`src/rtl/adder_pkg.sv`:
```
// Shared definitions for the multi-precision adder sequencer: FSM encodings and
// a counter-width helper.
package adder_pkg;

  typedef enum logic [1:0] {
    ST_IDLE = 2'd0,
    ST_RUN  = 2'd1,
    ST_DONE = 2'd2
  } state_e;

  // Width of a counter that indexes 0..words-1; never narrower than one bit.
  function automatic int unsigned cnt_width(input int unsigned words);
    return (words > 32'd1) ? unsigned'($clog2(words)) : 32'd1;
  endfunction

endpackage

```
`src/rtl/adder_skla_r2.sv`:
```
// WIDTH-bit radix-2 Kogge-Stone prefix adder; only bit 0 of ci is a carry-in.
module adder_skla_r2
  import adder_pkg::*;
#(
  parameter int unsigned WIDTH = 16
) (
  input  logic [WIDTH-1:0] a,
  input  logic [WIDTH-1:0] b,
  input  logic [WIDTH-1:0] ci,
  output logic [WIDTH:0]   po
);

  localparam int unsigned LVLS = cnt_width(WIDTH);

  logic [WIDTH-1:0] hp;
  logic [WIDTH-1:0] gen [LVLS+1];
  logic [WIDTH-1:0] pro [LVLS+1];
  logic             unused_ci;

  assign unused_ci = ^ci;

  // Carry-in is folded into bit 0's generate so the prefix tree carries it.
  always_comb begin
    hp        = a ^ b;
    gen[0]    = a & b;
    gen[0][0] = gen[0][0] | (hp[0] & ci[0]);
    pro[0]    = hp;
    for (int l = 0; l < int'(LVLS); l++) begin
      for (int i = 0; i < int'(WIDTH); i++) begin
        if (i >= (1 << l)) begin
          gen[l+1][i] = gen[l][i] | (pro[l][i] & gen[l][i-(1<<l)]);
          pro[l+1][i] = pro[l][i] & pro[l][i-(1<<l)];
        end else begin
          gen[l+1][i] = gen[l][i];
          pro[l+1][i] = pro[l][i];
        end
      end
    end
  end

  always_comb begin
    po        = '0;
    po[0]     = hp[0] ^ ci[0];
    for (int i = 1; i < int'(WIDTH); i++) begin
      po[i] = hp[i] ^ gen[LVLS][i-1];
    end
    po[WIDTH] = gen[LVLS][WIDTH-1];
  end

endmodule

```
`src/rtl/adder_mp_seq.sv`:
```
// Multi-precision add/subtract sequencer: streams WORDS chunks of the operands
// through one WIDTH-bit adder, least-significant chunk first.
module adder_mp_seq
  import adder_pkg::*;
#(
  parameter int unsigned WIDTH = 16,
  parameter int unsigned WORDS = 4
) (
  input  logic                   clk,
  input  logic                   rst_n,
  input  logic                   s_valid,
  output logic                   s_ready,
  input  logic [WIDTH*WORDS-1:0] s_a,
  input  logic [WIDTH*WORDS-1:0] s_b,
  input  logic                   s_ci,
  input  logic                   s_sub,
  output logic                   m_valid,
  input  logic                   m_ready,
  output logic [WIDTH*WORDS-1:0] m_sum,
  output logic                   m_co,
  output logic                   m_ovf
);

  localparam int unsigned N  = WIDTH * WORDS;
  localparam int unsigned CW = cnt_width(WORDS);

  state_e             state_q, state_d;
  logic [CW-1:0]      idx_q, idx_d;
  logic               carry_q, carry_d;
  logic [N-1:0]       a_q, a_d;
  logic [N-1:0]       b_q, b_d;
  logic [N-1:0]       sum_q, sum_d;
  logic               s_ready_q, s_ready_d;
  logic               m_valid_q, m_valid_d;
  logic               m_co_q, m_co_d;
  logic               m_ovf_q, m_ovf_d;
  logic [WIDTH:0]     po;
  logic [N+WIDTH-1:0] sum_shift;

  adder_skla_r2 #(.WIDTH(WIDTH)) u_add (
    .a  (a_q[WIDTH-1:0]),
    .b  (b_q[WIDTH-1:0]),
    .ci (WIDTH'(carry_q)),
    .po (po)
  );

  // New chunk enters at the top; after WORDS shifts the full result is aligned.
  assign sum_shift = {po[WIDTH-1:0], sum_q};

  always_comb begin
    state_d   = state_q;
    idx_d     = idx_q;
    carry_d   = carry_q;
    a_d       = a_q;
    b_d       = b_q;
    sum_d     = sum_q;
    s_ready_d = s_ready_q;
    m_valid_d = m_valid_q;
    m_co_d    = m_co_q;
    m_ovf_d   = m_ovf_q;
    case (state_q)
      ST_IDLE: begin
        if (s_valid) begin
          a_d       = s_a;
          b_d       = s_sub ? ~s_b : s_b;
          carry_d   = s_sub ? 1'b1 : s_ci;
          idx_d     = '0;
          s_ready_d = 1'b0;
          state_d   = ST_RUN;
        end
      end
      ST_RUN: begin
        sum_d   = sum_shift[N+WIDTH-1:WIDTH];
        carry_d = po[WIDTH];
        a_d     = a_q >> WIDTH;
        b_d     = b_q >> WIDTH;
        idx_d   = idx_q + CW'(1);
        if (idx_q == CW'(WORDS - 1)) begin
          // Top chunk is in the low lanes here, so its MSBs give the sign bits.
          idx_d     = '0;
          m_valid_d = 1'b1;
          m_co_d    = po[WIDTH];
          m_ovf_d   = (a_q[WIDTH-1] ~^ b_q[WIDTH-1]) & (a_q[WIDTH-1] ^ po[WIDTH-1]);
          state_d   = ST_DONE;
        end
      end
      ST_DONE: begin
        if (m_ready) begin
          m_valid_d = 1'b0;
          s_ready_d = 1'b1;
          state_d   = ST_IDLE;
        end
      end
      default: begin
        state_d   = ST_IDLE;
        s_ready_d = 1'b1;
        m_valid_d = 1'b0;
      end
    endcase
  end

  always_ff @(posedge clk or negedge rst_n) begin
    if (!rst_n) begin
      state_q   <= ST_IDLE;
      idx_q     <= '0;
      carry_q   <= 1'b0;
      a_q       <= '0;
      b_q       <= '0;
      sum_q     <= '0;
      s_ready_q <= 1'b1;
      m_valid_q <= 1'b0;
      m_co_q    <= 1'b0;
      m_ovf_q   <= 1'b0;
    end else begin
      state_q   <= state_d;
      idx_q     <= idx_d;
      carry_q   <= carry_d;
      a_q       <= a_d;
      b_q       <= b_d;
      sum_q     <= sum_d;
      s_ready_q <= s_ready_d;
      m_valid_q <= m_valid_d;
      m_co_q    <= m_co_d;
      m_ovf_q   <= m_ovf_d;
    end
  end

  assign s_ready = s_ready_q;
  assign m_valid = m_valid_q;
  assign m_sum   = sum_q;
  assign m_co    = m_co_q;
  assign m_ovf   = m_ovf_q;

endmodule
```
`config.mk`:
```
export PLATFORM = sky130hd
export DESIGN_NAME = adder_mp_seq
export DESIGN_NICKNAME = d
export VERILOG_FILES = /design/src/rtl/adder_pkg.sv /design/src/rtl/adder_skla_r2.sv /design/src/rtl/adder_mp_seq.sv
export SDC_FILE = /design/constraint.sdc
export NUM_CORES = 1
export LEC_CHECK = 0
export BUFFER_PORTS_ARGS = -buffer_cell sky130_fd_sc_hd__buf_2
export CORE_ASPECT_RATIO = 0.9
export CORE_MARGIN = 5
export CORE_UTILIZATION = 52
export CTS_CLUSTER_DIAMETER = 150
export CTS_CLUSTER_SIZE = 10
export DETAILED_ROUTE_END_ITERATION = 7
export PLACE_DENSITY = 0.76
export RECOVER_POWER = 50
export SLEW_MARGIN = 20
export SYNTH_ARGS = -nofsm -noshare
export SYNTH_HDL_FRONTEND = slang
export SYNTH_SLANG_ARGS = --single-unit
export TNS_END_PERCENT = 1
```
`constraint.sdc`:
```
create_clock -name clk -period 4.97 [get_ports clk]
set_input_delay 0.7455 -clock clk [delete_from_list [all_inputs] [get_ports clk]]
set_output_delay 0.7455 -clock clk [all_outputs]
set_load 0.02 [all_outputs]
```
==> results.cfg, run 1 <==
[outcome]
status = finished with violations
violations = max-capacitance violations, max-slew violations

[clock_network]
clk_latency_ns = 0.50
cts_root_buf = clkbuf_16
cts_tree = yes
clkSinkCount = 201
cts_hold_buffers = 0
cts_buffers = 24
htree_levels = 1
cts_setup_buffers = 0
cts_resized = 0
clock_path_buffers = 3
clk_pin_slew_ns = 0.06

[power]
clock_power_share = 0.193
combPwrFrac = 0.428
switching_power_mw = 3.374
swShare = 0.4225
leakage_nw = 5.431
powerDensity_nw_per_um2 = 693.8
power.internal_mw = 4.611
ir_drop_uv = 355.5
sequentialPowerShare = 0.379
fin_total_pwr_mw = 7.986

[sta]
rsz0062_at_grt = false
worst_clock_skew_ns = 0.01026
tightest_slew_ns = 2.736
slew_violations = 109
max_slew_margin = -0.8241
timing.fmax_mhz = 366.1
tns_ns = 0
hold_viol_final = 0
finalSetupViolCount = 0
holdWs_ns = 0.4537
finalCritPeriodShare = 0.5496
layout_min_cycle_time_ns = 2.732

[place]
io_buffers = 201
dp_hpwl_um = 17040
place_congestion = 0.8497

[global_routing]
grt_pass1_vias = 7790
grt_pass1_wl_um = 40680
grt_max_degree = 110
overflow = 0
antenna_found_initial = 4
track_usage = 0.2275

[worst_setup_path]
path_class = reg2reg
endpoint_kind = flip-flop
r2r-end = m_sum[62]$_DFFE_PN0P_
ff2ff_path_depth = 7
crit_required_ns = 5.41
cp.arrival_ns = 3.17
r2r_slack_ns = 2.24
crit_fanout = 4
cp-endpoint = m_sum[62]$_DFFE_PN0P_
crit_path_start_kind = flip-flop
crit_path_start = carry_q$_DFFE_PN0P_
r2r_start = carry_q$_DFFE_PN0P_

[run]
maxCapViolations = 1

[synthesis]
yosysSeqAreaShare = 0.5151
ys.flop_type = dfrtp_1
syn_nets = 1167
synth_warnings = 0
async_reset_ff_frac = 1.000
synthDistinctLibCells = 44
synth_edf_count = 0
syn_avg_cell_area_um2 = 9.623
synthCells = 1015
synth_seq_cells = 201
syn_area_um2 = 9767

[final_layout]
layout.nets = 1324
most-common-layout-cells = nand2_1 (214), dfrtp_1 (198), buf_2 (166)
syn_to_final_growth_pct = 17.85
diodes = 0
final_common_cell = nand2_1
fillers = 1575
drive_gt1_frac = 0.1846

[routing]
drtAntennaViolNets = 0
drt_first_pass_iters = 5
via_per_inst = 5.612
vias = 8003
wire_per_inst_um = 17.66
drc = 0
wirelength_um = 25180
drt_iter0_markers = 584

[floorplan]
chipHeight_um = 140.0
coreArea_um2 = 18410
dieArea_um2 = 21630
ios = 202
start_util = 0.5306
row_count = 47
fp.dieW_um = 154.5

[hold_path]
hp-start = s_a[54]
hold_path.class = in2reg
==> power groups by stage <==
stage	clock, mW	combinational, mW	sequential (mW)
6_report	1.54	3.42	3.03
5_1_grt	1.63	3.84	3.13
3_3_place_gp	0	3.36	3.02
2_1_floorplan	0	2.36	3.06
3_5_place_dp	0	3.44	3.04
4_1_cts	1.57	3.46	3.02
==> critical path, stage by stage, from the launching register on <==
cell and delay, ns:
dfrtp_1 0.40, fa_1 0.49, fa_1 0.43, a21o_1 0.21, a311o_1 0.43, a211o_1 0.34
a211o_1 0.31, nand3_1 0.06
==> metrics by stage <==
| step | setup slack (ns) | instances | instance area, um^2 | util |
|---|---|---|---|---|
| 2_1_floorplan | 2.442 | 1015 | 9767 | - |
| 3_3_place_gp | 2.177 | 1391 | 10890 | 0.5917 |
| 3_5_place_dp | 2.145 | 1391 | 10890 | 0.5917 |
| 4_1_cts | 2.206 | 1426 | 11560 | 0.6280 |
| 5_1_grt | 1.709 | 1426 | 11510 | 0.6253 |
| 6_report | 2.238 | 1426 | 11510 | 0.6253 |
==> worst min-delay path by stage <==
stage	endpoint	slack, ns	cells past startpoint
detailed placement	m_sum[2]$_DFFE_PN0P_	0.46	2
global placement	m_sum[11]$_DFFE_PN0P_	0.45	2
global route	a_q[49]$_DFFE_PN0P_	0.45	2
floorplan	a_q[0]$_DFFE_PN0P_	0.45	0
finish	a_q[54]$_DFFE_PN0P_	0.45	2
CTS	m_sum[13]$_DFFE_PN0P_	0.39	1
==> area by class of cell <==
type / count / area [um^2] / share of cell area
Clock buffer: 34 / 659.4 / 0.05729
Clock inverter: 1 / 8.758 / 0.0007610
Sequential cell: 201 / 5036 / 0.4375
Tap cell: 245 / 306.5 / 0.02663
Timing Repair Buffer: 210 / 1047 / 0.09099
Inverter: 1 / 3.754 / 0.0003261
Multi-Input combinational cell: 734 / 4448 / 0.3865
==> Yosys cell counts (all sizes together) (2+ instances only) <==
library cell,count,area share
clkbuf,61,0.023
o21a,2,0.0015
nand2b,3,0.0019
nand3,5,0.0026
a22o,33,0.030
xnor2,35,0.031
a31oi,2,0.0013
o21ai,85,0.044
ha,16,0.020
and2,2,0.0013
a21boi,2,0.0015
o211ai,3,0.0023
fa,2,0.0041
nor2,14,0.0054
buf,18,0.0082
o22a,33,0.030
and3,2,0.0014
nor2b,69,0.044
a211o,3,0.0027
xor2,39,0.035
a21oi,81,0.042
a22oi,65,0.050
a211oi,3,0.0023
dfrtp,200,0.51
o31ai,3,0.0023
nor3,3,0.0015
nand2,214,0.082
a21o,3,0.0024
nand4,2,0.0013
==> sequential cells by signal, indices dropped and copies added (netlist names) <==
signal / cells
a_q: 64
b_q: 64
m_sum: 64
idx_q: 2
state_q: 2
carry_q: 1
m_co: 1
m_ovf: 1
m_valid: 1
s_ready: 1
==> cell families after synthesis <==
kind of cell / count (synthesis) / share of synthesized area
AOI/OAI and AO/OA: 325 / 0.2174
muxes: 1 / 0.001025
adders and majority gates: 18 / 0.02460
and+or+nand+nor: 316 / 0.1435
buffers and inverters: 80 / 0.03203
xor gates and xnor gates: 74 / 0.06636
DFF: 201 / 0.5151
==> per-layer routing <==
layer | vias to the layer above | track usage | share of wire
li1 | 3843 | - | -
met1 | 3793 | 0.3371 | 0.45
met2 | 300 | 0.3449 | 0.45
met3 | 59 | 0.04627 | 0.074
met4 | 8 | 0.05809 | 0.025
met5 | - | 0 | 0.0021
Power figures use the tool's default switching activity.
==> run 2, diff against run 1 <==
--- a/config.mk
+++ b/config.mk
@@ -5,14 +5,15 @@
 export SDC_FILE = /design/constraint.sdc
 export NUM_CORES = 1
 export LEC_CHECK = 0
+export ABC_AREA = 1
 export BUFFER_PORTS_ARGS = -buffer_cell sky130_fd_sc_hd__buf_2
 export CORE_ASPECT_RATIO = 0.9
 export CORE_MARGIN = 5
-export CORE_UTILIZATION = 52
+export CORE_UTILIZATION = 50
 export CTS_CLUSTER_DIAMETER = 150
 export CTS_CLUSTER_SIZE = 10
 export DETAILED_ROUTE_END_ITERATION = 7
-export PLACE_DENSITY = 0.76
+export PLACE_DENSITY = 0.77
 export RECOVER_POWER = 50
 export SLEW_MARGIN = 20
 export SYNTH_ARGS = -nofsm -noshare
==> constraint.sdc (replaced) <==
create_clock -name clk -period 2.3 [get_ports clk]
set_input_delay 0.345 -clock clk [delete_from_list [all_inputs] [get_ports clk]]
set_output_delay 0.345 -clock clk [all_outputs]
set_load 0.02 [all_outputs]
==> results.cfg, run 2 <==
[outcome]
status = finished, final reports clean

[floorplan]
start_util = 0.5051
row_count = 48
coreArea_um2 = 19040
ios = 202
fp.dieW_um = 156.2
chipHeight_um = 141.6
dieArea_um2 = 22110

[clock_network]
htree_levels = 1
clk_pin_slew_ns = 0.06
cts_root_buf = clkbuf_16
cts_setup_buffers = 0
clk_latency_ns = 0.52
clkSinkCount = 201
cts_tree = yes
cts_buffers = 24
clock_path_buffers = 3

[global_routing]
track_usage = 0.2174
grt_pass1_vias = 7872
grt_pass1_wl_um = 39630
grt_max_degree = 146
overflow = 0
antenna_found_initial = 3

[power]
switching_power_mw = 8.094
swShare = 0.4464
leakage_nw = 5.540
clock_power_share = 0.184
powerDensity_nw_per_um2 = 1592
sequentialPowerShare = 0.348
power.internal_mw = 10.04
combPwrFrac = 0.468
ir_drop_uv = 1172

[routing]
drt_iter0_markers = 499
via_per_inst = 5.248
wire_per_inst_um = 15.73
vias = 8103
wirelength_um = 24280
drtAntennaViolNets = 0
drt_first_pass_iters = 5
drc = 0

[worst_setup_path]
slowest_stage = fa_1
crit_fanout = 5
cp_cell_sequence = fa_1, fa_2, nand2_1, nand3_1, nand2_1, nand2_1, nand2_1, nand2_1, nand2_1, nand2_1
crit_path_start_kind = flip-flop
crit_top_cell = nand2_1
endpoint_kind = flip-flop
r2r_start = carry_q$_DFFE_PN0P_
path_class = reg2reg
cp.arrival_ns = 2.54
crit_required_ns = 2.70
crit_path_start = carry_q$_DFFE_PN0P_
critPathMaxStageDelay_ns = 0.52

[final_layout]
fillers = 1676
final_common_cell = nand2_1
most-common-layout-cells = nand2_1 (336), dfrtp_1 (200), buf_2 (166)
syn_to_final_growth_pct = 18.46
diodes = 0
drive_gt1_frac = 0.1700
layout.nets = 1435
stdcell_area_um2 = 11390

[sta]
hold_viol_final = 0
tns_ns = 0
finalCritPeriodShare = 0.9298
tightest_slew_ns = 1.097
finalSetupViolCount = 0
timing.fmax_mhz = 467.6
worst_clock_skew_ns = 0.02324
max_slew_margin = 0.2689
slew_violations = 0
rsz0062_at_grt = false
layout_min_cycle_time_ns = 2.139

[hold_path]
hp-start = m_ready
hold_path.class = in2reg

[place]
place_congestion = 0.8720
io_buffers = 201
dpl_cell_area_um2 = 10790
dp_hpwl_um = 16800

[synthesis]
yosysSeqAreaShare = 0.5232
yosys.area.top_type = dfrtp_1
syn_avg_cell_area_um2 = 8.741
synth_top_area_frac = 0.5205
synthTopCellsByCount = nand2_1 (336), dfrtp_1 (200), o21ai_0 (99)
synth_seq_cells = 201
syn_nets = 1252
synthCells = 1100
synth.most_common_cell = nand2_1
ys.flop_type = dfrtp_1
synth_edf_count = 0
syn_area_um2 = 9615
async_reset_ff_frac = 1.000
synthDistinctLibCells = 33
yosys-top-cells-area = dfrtp_1 (52%), nand2_1 (13%), xnor2_1 (6.2%), o21ai_0 (5.2%), inv_1 (2.8%)
synth_warnings = 0

[run]
maxCapViolations = 0
-- run 2: layer usage --
| layer | global-route usage | up-vias | wire length [um] |
|---|---|---|---|
| li1 | - | 3960 | - |
| met1 | 0.3161 | 3772 | 10660 |
| met2 | 0.3407 | 327 | 11120 |
| met3 | 0.04514 | 38 | 1971 |
| met4 | 0.04658 | 6 | 486 |
| met5 | 0 | - | 41 |
-- run 2: power by group through the flow --
stage	Combinational [mW]	Clock [mW]	Sequential, mW
after global placement	8.32	0	6.30
after CTS	8.61	3.39	6.31
after floorplan	5.85	0	6.67
after detailed placement	8.53	0	6.34
final	8.49	3.33	6.31
after global routing	9.61	3.55	6.50
-- run 2: cells by family after synthesis --
group,Yosys count,share of synthesized area
compound gates,229,0.1421
xor+xnor,68,0.06194
fa+ha+maj,18,0.02498
buf+inv,140,0.06688
flops,201,0.5232
simple gates,444,0.1809
-- run 2: worst paths after layout --
path,endpoint,slack [ns],depth (start not counted)
max in group asynchronous,m_sum[54]$_DFFE_PN0P_,0.41,3
worst min-delay path,state_q[1]$_DFFE_PN0P_,0.03,2
worst min register to register,b_q[60]$_DFFE_PN0P_,0.48,2
worst max register to register,carry_q$_DFFE_PN0P_,0.16,10
worst max-delay path,carry_q$_DFFE_PN0P_,0.16,10
min in group asynchronous,m_sum[11]$_DFFE_PN0P_,0.60,2
-- run 2: what timing repair did --
item                       in CTS  in global routing
hold buffers                    1                  0
setup endpoints to repair       0                  3
hold endpoints to repair       73                  0
resized for setup               0                  1
-- run 2: critical path, delay by kind of cell (launching register included) --
kind                     cells  cell delay, ns
flip-flops                   1            0.40
AND/OR/NAND/NOR              8            0.69
adder cells (fa/ha/maj)      2            0.94
-- run 2: final cells by class --
class,count,area (um^2),share of cell area
sequential,201,5031,0.4417
multi-input combinational,759,3949,0.3467
timing repair buffer,220,1126,0.09886
clock buffer,35,641.9,0.05635
tap,250,312.8,0.02746
inverter,77,291.5,0.02559
clock inverter,2,38.79,0.003405
-- run 2: through the flow --
step	util	setup slack, ns	hold slack [ns]	instances	power [mW]
final	0.5983	0.1614	0.02947	1544	18.13
after global routing	0.5983	0.005132	0.02300	1544	19.66
after CTS	0.6028	0.1086	0.01127	1544	18.32
after detailed placement	0.5665	0.1354	0.3660	1506	14.87
after global placement	0.5665	0.1838	0.3667	1506	14.62
after floorplan	-	0.3232	0.04941	1100	12.52
==> run 3, diff against run 2 <==
--- a/config.mk
+++ b/config.mk
@@ -5,7 +5,6 @@
 export SDC_FILE = /design/constraint.sdc
 export NUM_CORES = 1
 export LEC_CHECK = 0
-export ABC_AREA = 1
 export BUFFER_PORTS_ARGS = -buffer_cell sky130_fd_sc_hd__buf_2
 export CORE_ASPECT_RATIO = 0.9
 export CORE_MARGIN = 5
==> results.cfg, run 3 (synthesis gave the netlist of run 1 again) <==
[clock_network]
cts_buffers = 24
clkSinkCount = 201
clk_pin_slew_ns = 0.06
cts_root_buf = clkbuf_16
cts_setup_buffers = 0
clk_latency_ns = 0.52
clock_path_buffers = 3
cts_tree = yes
htree_levels = 1

[sta]
max_slew_margin = -0.03826
finalSetupViolCount = 6
layout_setup_ws_ns = -0.1828
hold_viol_final = 0
layout_min_cycle_time_ns = 2.483
rsz0062_at_grt = true
slew_violations = 68
finalCritPeriodShare = 1.079
worst_clock_skew_ns = 0.02330
timing.fmax_mhz = 402.8
tightest_slew_ns = 1.557

[final_layout]
drive_gt1_frac = 0.2045
stdcell_area_um2 = 11730
final_common_cell = nand2_1
finalNonFillerCells = 1453
most-common-layout-cells = nand2_1 (214), dfrtp_1 (198), buf_2 (171)
fillers = 1652
multiInputGateArea_um2 = 4469
diodes = 0
seq_area_um2 = 5036
syn_to_final_growth_pct = 20.14
layout.nets = 1345

[power]
ir_drop_uv = 707.4
powerDensity_nw_per_um2 = 1495
leakage_nw = 5.552

[floorplan]
ios = 202
dieArea_um2 = 22430
chipHeight_um = 142.6
start_util = 0.5082
coreArea_um2 = 19220
fp.dieW_um = 157.3
row_count = 48

[routing]
drt_first_pass_iters = 5
drt_iter0_markers = 689
vias = 8109
wire_per_inst_um = 17.60
drc = 0
wirelength_um = 25570
drtAntennaViolNets = 0
via_per_inst = 5.581

[outcome]
violations = max-capacitance violations, max-slew violations, negative setup slack
status = finished with violations

[worst_setup_path]
crit_fanout = 4
cp.arrival_ns = 2.92
crit_required_ns = 2.74
endpoint_kind = flip-flop
path_class = reg2reg
crit_path_start_kind = flip-flop
r2r_slack_ns = -0.18

[place]
dp_cells = 1416
dpl_cell_area_um2 = 11130
io_buffers = 201
place_congestion = 0.8483
dp_hpwl_um = 18100
pre_cts_slack_ns = -0.1585

[global_routing]
grt_max_degree = 76
track_usage = 0.2230
grt_pass1_wl_um = 40800
grt_pass1_vias = 7815
antenna_found_initial = 6
overflow = 0

[hold_path]
hold_path.class = in2reg

[run]
maxCapViolations = 1
-- run 3: worst max-delay path, stage by stage, from the launching register on --
cell,delay (ns)
dfrtp_1,0.40
fa_2,0.43
fa_2,0.36
a21o_1,0.19
a311o_1,0.33
a211o_1,0.33
a211o_1,0.30
nand3_1,0.07
-- run 3: report_power, final --
| group | switching [mW] | internal [mW] | leakage (nW) | total, mW |
|---|---|---|---|---|
| logic | 4.79 | 3.09 | 2.70 | 7.88 |
| registers | 1.25 | 5.14 | 2.53 | 6.39 |
| clock network | 1.37 | 1.91 | 0.319 | 3.27 |
-- run 3: what timing repair did --
action                                 in CTS  in global routing
pin swaps                                   2                  0
gates resized for setup                     3                  3
setup endpoints to repair                   6                  9
endpoints found under the hold margin      60                  0
hold buffers                                1                  0
-- run 3: path summary, 6_finish.rpt --
check | end | start | cells after the start
min in group asynchronous | m_sum[12]$_DFFE_PN0P_ | rst_n | 2
max in group asynchronous | state_q[0]$_DFFE_PN0P_ | rst_n | 3
worst max-delay path | m_sum[62]$_DFFE_PN0P_ | carry_q$_DFFE_PN0P_ | 7
worst max register to register | m_sum[62]$_DFFE_PN0P_ | carry_q$_DFFE_PN0P_ | 7
worst min register to register | m_sum[10]$_DFFE_PN0P_ | m_sum[10]$_DFFE_PN0P_ | 2
worst min-delay path | a_q[48]$_DFFE_PN0P_ | s_a[48] | 2
-- run 3: area by class of cell --
type / instances / area share
Clock inverter: 2 / 0.002133
Multi-Input combinational cell: 734 / 0.3809
Inverter: 1 / 0.0003199
Timing Repair Buffer: 231 / 0.1064
Clock buffer: 34 / 0.05438
Sequential cell: 201 / 0.4292
Tap cell: 250 / 0.02666
-- run 3: metrics by stage --
stage / total power, mW / hold slack (ns) / utilization / TNS (ns)
after floorplan: 11.71 / 0.04941 / - / -0.06324
after global placement: 14.02 / 0.3896 / 0.5790 / -0.5214
after detailed placement: 14.27 / 0.3878 / 0.5790 / -0.6584
after CTS: 17.65 / 0.02303 / 0.6146 / -0.5881
after global routing: 18.85 / 0.02842 / 0.6105 / -8.089
final: 17.54 / 0.03596 / 0.6105 / -0.6064
-- run 3: layer usage --
| layer | vias to the layer above | routed length (um) | track usage |
|---|---|---|---|
| li1 | 3900 | - | - |
| met4 | 12 | 590 | 0.05342 |
| met1 | 3849 | 11270 | 0.3227 |
| met5 | - | 77 | 0 |
| met2 | 295 | 11500 | 0.3423 |
| met3 | 53 | 2132 | 0.05412 |
